**src/rtl/ir_tx_pkg.sv**
```systemverilog
// rtl/ir_tx_pkg.sv - shared types, timing defaults and helpers for the IR transmit sequencer
// Purpose: FSM state enum, default timing constants (50 MHz clock), command word
//          widths and small helper functions used by ir_tx_sequencer and ir_key_debounce.
// Ports:   none (package)
package ir_tx_pkg;

  localparam int unsigned W_A = 35;
  localparam int unsigned W_B = 32;

  localparam int unsigned DEF_DEBOUNCE     = 1_000_000;
  localparam int unsigned DEF_T_LEAD_MARK  = 450_000;
  localparam int unsigned DEF_T_LEAD_SPACE = 225_000;
  localparam int unsigned DEF_T_MARK       = 31_000;
  localparam int unsigned DEF_T_SPACE0     = 27_000;
  localparam int unsigned DEF_T_SPACE1     = 83_000;
  localparam int unsigned DEF_T_GAP        = 1_000_000;
  localparam int unsigned DEF_CARRIER_HALF = 658;

  typedef enum logic [3:0] {
    S_IDLE,
    S_LEAD_MARK,
    S_LEAD_SPACE,
    S_A_MARK,
    S_A_SPACE,
    S_GAP_MARK,
    S_GAP_SPACE,
    S_B_MARK,
    S_B_SPACE,
    S_STOP_MARK
  } state_t;

  function automatic int unsigned space_len(input logic bit_val,
                                            input int unsigned t_space0,
                                            input int unsigned t_space1);
    return bit_val ? t_space1 : t_space0;
  endfunction

  function automatic int unsigned max_u(input int unsigned a, input int unsigned b);
    return (a > b) ? a : b;
  endfunction

  // Envelope is high in every mark state.
  function automatic logic is_mark(input state_t s);
    return s inside {S_LEAD_MARK, S_A_MARK, S_GAP_MARK, S_B_MARK, S_STOP_MARK};
  endfunction

endpackage

```
**src/rtl/ir_tx_sequencer_debounce.sv**
```systemverilog
// rtl/ir_tx_sequencer_debounce.sv - key synchronizer, debouncer and press pulse
// Purpose: module ir_key_debounce. Two-flop synchronizer on the raw key, a stable
//          counter that flips the debounced level after DEBOUNCE consecutive
//          samples differing from it, and a one-cycle req on each debounced 0->1.
// Ports:   clk, rst (async, active high), key_in (raw async key), req (1-cycle pulse)
module ir_key_debounce
  import ir_tx_pkg::*;
#(
  parameter int unsigned DEBOUNCE = DEF_DEBOUNCE
) (
  input  logic clk,
  input  logic rst,
  input  logic key_in,
  output logic req
);

  localparam int unsigned CW = (DEBOUNCE > 1) ? $clog2(DEBOUNCE + 1) : 1;
  localparam logic [CW-1:0] CNT_LAST = CW'(DEBOUNCE - 1);

  logic          sync1_q, sync2_q;
  logic          level_q, level_d;
  logic          req_q, req_d;
  logic [CW-1:0] cnt_q, cnt_d;

  // Any sample equal to the current level restarts the run.
  always_comb begin
    cnt_d   = '0;
    level_d = level_q;
    req_d   = 1'b0;
    if (sync2_q != level_q) begin
      if (cnt_q == CNT_LAST) begin
        level_d = sync2_q;
        req_d   = sync2_q;
      end else begin
        cnt_d = cnt_q + CW'(1);
      end
    end
  end

  always_ff @(posedge clk or posedge rst) begin
    if (rst) begin
      sync1_q <= 1'b0;
      sync2_q <= 1'b0;
      cnt_q   <= '0;
      level_q <= 1'b0;
      req_q   <= 1'b0;
    end else begin
      sync1_q <= key_in;
      sync2_q <= sync1_q;
      cnt_q   <= cnt_d;
      level_q <= level_d;
      req_q   <= req_d;
    end
  end

  assign req = req_q;

endmodule

```
**src/rtl/ir_tx_sequencer.sv**
```systemverilog
// rtl/ir_tx_sequencer.sv - air-conditioner IR two-part frame transmitter
// Purpose: on a debounced key press, snapshot both command words and send
//          leader, 35 A bits (LSB first), connector, 32 B bits, stop mark,
//          gating the carrier onto IR_out. One press during a frame is queued.
// Ports:   clk, rst (async, active high), key_1 (raw key), IR_in_data35,
//          IR_in_data32 (command words), IR_out (modulated drive, registered),
//          led_out (frame in progress, registered)
module ir_tx_sequencer
  import ir_tx_pkg::*;
#(
  parameter int unsigned DEBOUNCE     = DEF_DEBOUNCE,
  parameter int unsigned T_LEAD_MARK  = DEF_T_LEAD_MARK,
  parameter int unsigned T_LEAD_SPACE = DEF_T_LEAD_SPACE,
  parameter int unsigned T_MARK       = DEF_T_MARK,
  parameter int unsigned T_SPACE0     = DEF_T_SPACE0,
  parameter int unsigned T_SPACE1     = DEF_T_SPACE1,
  parameter int unsigned T_GAP        = DEF_T_GAP,
  parameter int unsigned CARRIER_HALF = DEF_CARRIER_HALF
) (
  input  logic           clk,
  input  logic           rst,
  input  logic           key_1,
  input  logic [W_A-1:0] IR_in_data35,
  input  logic [W_B-1:0] IR_in_data32,
  output logic           IR_out,
  output logic           led_out
);

  localparam int unsigned MAX_DUR = max_u(max_u(max_u(T_LEAD_MARK, T_LEAD_SPACE),
                                                max_u(T_MARK, T_SPACE0)),
                                          max_u(T_SPACE1, T_GAP));
  localparam int unsigned DW = $clog2(MAX_DUR + 1);
  localparam int unsigned CW = (CARRIER_HALF > 1) ? $clog2(CARRIER_HALF) : 1;
  localparam logic [CW-1:0] CAR_LAST = CW'(CARRIER_HALF - 1);

  logic req;

  ir_key_debounce #(.DEBOUNCE(DEBOUNCE)) u_key (
    .clk    (clk),
    .rst    (rst),
    .key_in (key_1),
    .req    (req)
  );

  state_t         state_q, state_d;
  logic [DW-1:0]  dur_q, dur_d;
  logic [5:0]     bit_q, bit_d;
  logic [W_A-1:0] data_a_q, data_a_d;
  logic [W_B-1:0] data_b_q, data_b_d;
  logic           pend_q, pend_d;
  logic [CW-1:0]  car_cnt_q, car_cnt_d;
  logic           car_ph_q, car_ph_d;
  logic           ir_q, ir_d;
  logic           led_q, led_d;

  // The duration counter holds remaining cycles minus one; zero is terminal.
  function automatic logic [DW-1:0] load(input int unsigned n);
    return DW'(n - 1);
  endfunction

  always_comb begin
    state_d  = state_q;
    dur_d    = dur_q;
    bit_d    = bit_q;
    data_a_d = data_a_q;
    data_b_d = data_b_q;
    pend_d   = pend_q;

    if (req && state_q != S_IDLE) pend_d = 1'b1;

    if (state_q == S_IDLE) begin
      if (req || pend_q) begin
        state_d  = S_LEAD_MARK;
        dur_d    = load(T_LEAD_MARK);
        data_a_d = IR_in_data35;
        data_b_d = IR_in_data32;
        pend_d   = 1'b0;
      end
    end else if (dur_q != '0) begin
      dur_d = dur_q - DW'(1);
    end else begin
      case (state_q)
        S_LEAD_MARK: begin
          state_d = S_LEAD_SPACE;
          dur_d   = load(T_LEAD_SPACE);
        end
        S_LEAD_SPACE: begin
          state_d = S_A_MARK;
          dur_d   = load(T_MARK);
          bit_d   = '0;
        end
        S_A_MARK: begin
          state_d = S_A_SPACE;
          dur_d   = load(space_len(data_a_q[bit_q], T_SPACE0, T_SPACE1));
        end
        S_A_SPACE: begin
          dur_d = load(T_MARK);
          if (bit_q == 6'(W_A - 1)) begin
            state_d = S_GAP_MARK;
          end else begin
            state_d = S_A_MARK;
            bit_d   = bit_q + 6'd1;
          end
        end
        S_GAP_MARK: begin
          state_d = S_GAP_SPACE;
          dur_d   = load(T_GAP);
        end
        S_GAP_SPACE: begin
          state_d = S_B_MARK;
          dur_d   = load(T_MARK);
          bit_d   = '0;
        end
        S_B_MARK: begin
          state_d = S_B_SPACE;
          dur_d   = load(space_len(data_b_q[bit_q[4:0]], T_SPACE0, T_SPACE1));
        end
        S_B_SPACE: begin
          dur_d = load(T_MARK);
          if (bit_q == 6'(W_B - 1)) begin
            state_d = S_STOP_MARK;
          end else begin
            state_d = S_B_MARK;
            bit_d   = bit_q + 6'd1;
          end
        end
        default: begin
          state_d = S_IDLE;
          dur_d   = '0;
        end
      endcase
    end

    // Carrier restarts high on every mark entry so each burst starts identically.
    car_cnt_d = car_cnt_q;
    car_ph_d  = car_ph_q;
    if (state_d != state_q && is_mark(state_d)) begin
      car_cnt_d = '0;
      car_ph_d  = 1'b1;
    end else if (car_cnt_q == CAR_LAST) begin
      car_cnt_d = '0;
      car_ph_d  = ~car_ph_q;
    end else begin
      car_cnt_d = car_cnt_q + CW'(1);
    end

    ir_d  = is_mark(state_d) & car_ph_d;
    led_d = (state_d != S_IDLE);
  end

  always_ff @(posedge clk or posedge rst) begin
    if (rst) begin
      state_q   <= S_IDLE;
      dur_q     <= '0;
      bit_q     <= '0;
      data_a_q  <= '0;
      data_b_q  <= '0;
      pend_q    <= 1'b0;
      car_cnt_q <= '0;
      car_ph_q  <= 1'b0;
      ir_q      <= 1'b0;
      led_q     <= 1'b0;
    end else begin
      state_q   <= state_d;
      dur_q     <= dur_d;
      bit_q     <= bit_d;
      data_a_q  <= data_a_d;
      data_b_q  <= data_b_d;
      pend_q    <= pend_d;
      car_cnt_q <= car_cnt_d;
      car_ph_q  <= car_ph_d;
      ir_q      <= ir_d;
      led_q     <= led_d;
    end
  end

  assign IR_out  = ir_q;
  assign led_out = led_q;

endmodule

```
**config.mk**
```make
export PLATFORM = sky130hd
export DESIGN_NAME = ir_tx_sequencer
export DESIGN_NICKNAME = d
export VERILOG_FILES = /design/src/rtl/ir_tx_pkg.sv /design/src/rtl/ir_tx_sequencer_debounce.sv /design/src/rtl/ir_tx_sequencer.sv
export SDC_FILE = /design/constraint.sdc
export NUM_CORES = 1
export LEC_CHECK = 0
export CORE_ASPECT_RATIO = 1.5
export CORE_MARGIN = 4
export CORE_UTILIZATION = 45
export DETAILED_ROUTE_END_ITERATION = 10
export GPL_TIMING_DRIVEN = 0
export PLACE_DENSITY = 0.66
export SETUP_SLACK_MARGIN = 0.1
export SYNTH_ARGS = -nofsm -noshare
export SYNTH_HDL_FRONTEND = slang
export SYNTH_SLANG_ARGS = --single-unit
```
**constraint.sdc**
```tcl
create_clock -name clk -period 4.5 [get_ports clk]
set_input_delay 0.675 -clock clk [delete_from_list [all_inputs] [get_ports clk]]
set_output_delay 0.675 -clock clk [all_outputs]
set_load 0.01 [all_outputs]
```
=== After elaboration in Yosys (flattened, before gate mapping) ===
Index checks and enable logic that the tools add are counted.
W data, S select, Z words.

* Add/sub/neg operators: 6
* Mux-type cells: 30
* Eq/ne operators: 22
* Bitwise operators: 4
* Reductions and logical operators: 14
* Order comparisons: 2

{| class="wikitable"
|+ Operators with widths
! operator !! number
|-
| $mux W20 || 5
|-
| $pmux W20 S5 || 1
|-
| $sub A17 B1 Y18 const B || 2
|-
| $mux W17 || 2
|-
| $pmux W4 S8 || 1
|-
| $eq A4 B3 Y1 const B || 6
|-
| $add A20 B1 Y20 const B || 1
|-
| $eq A20 B20 Y1 const B || 1
|-
| $mux W10 || 2
|-
| $reduce_bool A20 Y1 || 1
|-
| $sub A20 B1 Y20 const B || 1
|-
| $pmux W6 S3 || 1
|-
| $mux W4 || 4
|-
| $eq A4 B2 Y1 const B || 3
|-
| $mux W6 || 2
|-
| $add A10 B1 Y10 const B || 1
|-
| $eq A10 B10 Y1 const B || 1
|-
| $mux W1 || 9
|-
| $eq A4 B1 Y1 const B || 2
|-
| $eq A4 B4 Y1 const B || 2
|-
| $reduce_bool A4 Y1 || 2
|-
| $lt A6 B7 Y1 const B || 1
|-
| $add A6 B1 Y6 const B || 1
|-
| $bmux W1 S6 || 1
|-
| 20 further kinds || 25
|}

* Output and inout bits: 2
* Input bits: 70
* Register bits: 135
* Logic and storage cells: 93

=== Depth between registers and ports, before layout ===
* Word-level depth: 10
* Depth in mapped cells: 10
* Depth with buffers taken out: 8

=== Hierarchy ===
Synthesis repeated with hierarchy kept, for this count alone.

* Cell total of the unflattened synthesis: 634
* Area total of the unflattened synthesis: 6,981.7 um^2

{| class="wikitable"
|+ By module, submodules not included
! module !! area an instance (um^2) !! seq. area each (um^2) !! times used !! cells an instance
|-
| ir_tx_sequencer || 5,793.1 || 2,777.7 || 1 || 526
|-
| ir_key_debounce || 1,188.6 || 600.6 || 1 || 108
|}

=== Worst setup path after synthesis ===
Ideal clock, no wire load.

* Path type: flip-flop to flip-flop
* Start: reg bit_q[0]
* End: reg led_q, in the netlist led_out
* Stages on the path, launching flop included: 11
* Data required time: 4,368 ps
* Clock period less this slack: 2,612 ps
* Setup time: 132 ps
* Path buffers: 2
* Data arrival time: 2,480 ps
* Slack: 1,888 ps
* Cell sequence: dfrtp_1 -> buf_2 -> clkbuf_1 -> inv_1 -> ha_1 -> inv_1 -> o21ai_0 -> and3_1 -> o21ai_0 -> or3b_1 -> or3b_1

* Longest elaborated chain between the ends: 6
* Elaborated cells between the ends (all ways): 8
* Classes of those cells: eq/ne (2); mux (5); reduce/logical (1)

{| class="wikitable"
|+ RTL lines
! item !! line !! source
|-
| start: declaration || ir_tx_sequencer.sv:47 || <nowiki>logic [5:0] bit_q, bit_d;</nowiki>
|-
| start signal: assignment || ir_tx_sequencer.sv:166 || <nowiki>bit_q <= bit_d;</nowiki>
|-
| $eq A6 B5 Y1 or $eq A6 B6 Y1 (tied branches) || ir_tx_sequencer.sv:120, ir_tx_sequencer.sv:98 ||
|-
| $mux W4 or $mux W3 (tied branches) || ir_tx_sequencer.sv:120, ir_tx_sequencer.sv:98 ||
|-
| $pmux W4 S8 (*) || ir_tx_sequencer.sv:82 || <nowiki>case (state_q)</nowiki>
|-
| $mux W4 (*) || ir_tx_sequencer.sv:79 || <nowiki>end else if (dur_q != '0) begin</nowiki>
|-
| $mux W4 (*) || ir_tx_sequencer.sv:71 || <nowiki>if (state_q == S_IDLE) begin</nowiki>
|-
| $reduce_bool A4 Y1 (*) || ir_tx_sequencer.sv:148 || <nowiki>led_d = (state_d != S_IDLE);</nowiki>
|-
| named net led_d || ir_tx_sequencer.sv:54 || <nowiki>logic led_q, led_d;</nowiki>
|-
| end signal: assignment || ir_tx_sequencer.sv:173 || <nowiki>led_q <= led_d;</nowiki>
|-
| end: declaration || ir_tx_sequencer.sv:54 ||
|}

The timed path passes the listed nets; every way through them passes the cells marked *.
A chain may end at the register's enable or synchronous reset.

=== Final worst setup path ===
Ends and elaborated chain as after synthesis.

==> results.toml <==
[timing]
fin_crit_ns = 3.35
rsz0062_at_grt = "no"
finalHoldViolCount = 0
setup_slack_ns = 1.15
max_slew_margin_pct = 21.0
skew_ns = 0.00910
setup_violations = 0
fin_tns_setup_ns = 0
fmax_mhz = 299
maxSlewViolCount = 0
worst_slew_pin_slew_ns = 1.17
period_share_pct = 74.4

[clocking]
clock_sinks = 135
worstSkewPairLatency_ns = 0.42
post_cts_buffers = 0
ctsHoldBuffers = 0
cts_resized = 0
path_clk_slew_ns = 0.06
numCtsBuffers = 17
cts_buffer_depth = 2
cts_root_buf = "clkbuf_16"
tritoncts = "built"
htree_num_levels = 4

[pwr]
clkPwrFrac_pct = 52.8
p_sw_uw = 584
p_int_uw = 2200
switching_share_pct = 20.9
p_leak_uw = 0.00382
p_comb_share_pct = 3.5
p_per_area_nw_per_um2 = 328
vdd_ir_drop_max_v = 0.000253
power.share.sequential_pct = 43.8

[worst_hold_path]
hp-class = "reg2reg"
whs_path_depth = 0

[global_routing]
grt_antenna_before_repair = 0
grt.total_usage_pct = 20.8
grt_max_degree = 82
grt_pass1_wl_mm = 28.3
overflow = 0
grt_pass1_vias = 5757

[floorplanning]
rows = 55
initial_core_util_pct = 45.7
die_w_um = 109
coreArea_sq_um = 15100
num_io_pins = 72
die-area_sq_um = 17400
fp.dieH_um = 159

[logic_synthesis]
synth_area_leaders = "dfrtp_1, mux2_2, nor2_1"
synth-seq-area-share_pct = 49.1
netlist.area_leader.share_pct = 49.1
ys.flop_type = "dfrtp_1"
syn_area_per_cell_sq_um = 10.7
ys_types = 63
async_reset_ff_share_pct = 100
syn_area_sq_um = 6880
ys_seq_elements = 135
yosysWarnings = 0
syn_inst = 642
synth_edf_count = 0
synth_largest_area_cell = "dfrtp_1"
synth_nets = 718

[route]
drt-total-wl_mm = 17.2
num_vias = 5380
routedWlPerCell_um = 18.2
drt_iter0_markers = 362
via_per_inst = 5.69
drc = 0
dr.pass1.iters = 5
drtAntennaViolNets = 0

[worst_setup_path]
max_stage_delay_ns = 0.55
start_kind = "flip-flop"
cp_slowest_cell = "clkbuf_1"
rr_worst_depth = 10
worst-path-max-fanout = 10
cp.arrival_ns = 3.64
worstPathRequired_ns = 4.79
critPathCaptureType = "flip-flop"
critPathKind = "reg2reg"
path_cells = "buf_2, clkbuf_1, inv_1, ha_1, inv_1, o21ai_0, and3_1, o21ai_0, or3b_1, or3b_1"

[final_layout]
drive_gt1_share_pct = 19.7
antenna_cells = 0
fin_nets = 810
nFillCells = 1284
syn_to_final_growth_pct = 23.6

[run_status]
status = "finished, final reports clean"

[place]
dp_hpwl_mm = 12.6
place_ws_ns = 1.21
io_buffers = 71
gp_congestion = 0.959

[flow_run]
cap_violations = 0
layout make-up:
| cell class | instances | area (sq um) | share of cell area, % |
|---|---|---|---|
| Multi-Input combinational cell | 461 | 3270 | 38.5 |
| Clock buffer | 17 | 425 | 5.00 |
| Sequential cell | 135 | 3380 | 39.7 |
| Buffer | 27 | 158 | 1.85 |
| Tap cell | 199 | 249 | 2.93 |
| Inverter | 19 | 76.3 | 0.897 |
| Timing Repair Buffer | 73 | 746 | 8.77 |
| Clock inverter | 14 | 200 | 2.35 |
synth_stat cells (8+ instances only):
master and n:
a21oi_1 30, clkbuf_1 20, dfrtp_1 135, inv_1 19
mux2_2 85, nand2_1 39, nand3_1 22, nor2_1 67
nor3_1 25, nor4_1 8, o21ai_0 35, or3_1 8
xnor2_1 18, xor2_1 9
power groups by stage:
stage          Combinational, uW  Sequential, uW  Clock, uW
6_report                    96.7            1220       1470
3_5_place_dp                99.0            1240          0
5_1_grt                      106            1220       1560
4_1_cts                     99.5            1220       1500
3_3_place_gp                93.7            1240          0
2_1_floorplan               23.4            1240          0
per-stage QoR:
step / cells / util (%) / hold WS, ns / total power, uW / cell area [sq um]
CTS: 944 / 56.4 / 0.364 / 2820 / 8500
global route: 945 / 56.4 / 0.373 / 2880 / 8510
floorplan: 642 / - / 0.331 / 1260 / 6880
detailed placement: 913 / 52.2 / 0.357 / 1340 / 7870
finish: 945 / 56.4 / 0.360 / 2790 / 8510
global placement: 912 / 52.0 / 0.337 / 1340 / 7840
critical path, delay by kind of cell (launching register included):
family | cells | cell delay, ns
buffers and inverters | 4 | 1.17
and+or+nand+nor | 3 | 0.99
DFF | 1 | 0.50
AOI/OAI and AO/OA | 2 | 0.31
adders and majority gates | 1 | 0.22
registers in the layout, indices dropped and copies added (netlist names):
| name | flops |
|---|---|
| car_ph_q | 1 |
| u_key.level_q | 1 |
| u_key.req | 1 |
| data_a_q | 35 |
| state_q | 4 |
| pend_q | 1 |
| dur_q | 20 |
| u_key.sync1_q | 1 |
| IR_out | 1 |
| u_key.cnt_q | 20 |
| led_out | 1 |
| data_b_q | 32 |
| u_key.sync2_q | 1 |
| bit_q | 6 |
| car_cnt_q | 10 |
path summary, 6_finish.rpt:
kind	start	endpoint	slack (ns)
setup / recovery	bit_q[0]	led_out	1.15
min in group asynchronous	rst	data_a_q[7]	0.70
hold reg to reg	u_key.sync1_q	u_key.sync2_q	0.36
max in group asynchronous	rst	dur_q[6]	3.05
setup reg to reg	bit_q[0]	led_out	1.15
hold / removal	u_key.sync1_q	u_key.sync2_q	0.36
cell families after synthesis:
family / synth area share (%)
adder cells (fa/ha/maj): 1.09
multiplexers: 16.6
buffers and inverters: 3.33
AND/OR/NAND/NOR: 15.7
XOR/XNOR: 3.44
flip-flops: 49.1
AO/OA/AOI/OAI: 10.7
per-layer routing:
layer	up-vias	GRT usage, %	share of wire [%]
li1	2523	-	-
met1	2655	24.3	40
met2	170	36.4	53
met3	32	4.62	4.3
met4	0	7.87	2.8
met5	-	0	0
cells in the final DEF, fill, tap and decap left out, drive strengths merged, types with 3 or more instances in the layout:
cell type and count:
dfrtp 135, mux2 85, clkdlybuf4s50 71, nor2 67, clkbuf 42, nand2 39, o21ai 36, a21oi 30
nor3 27, nand3 22, inv 21, xnor2 18, xor2 9, nor4 9, or3 8, and3 8
a31oi 7, mux4 7, a211oi 6, o31ai 6, ha 6, o22ai 5, nand2b 5, clkinv 5
or2 4, bufinv 4, or4 4, nand4 4, buf 4, o32ai 3, and4 3, nor3b 3
o211ai 3, mux2i 3, a221oi 3, clkinvlp 3, or3b 3
(Power assumes the default switching activity.)
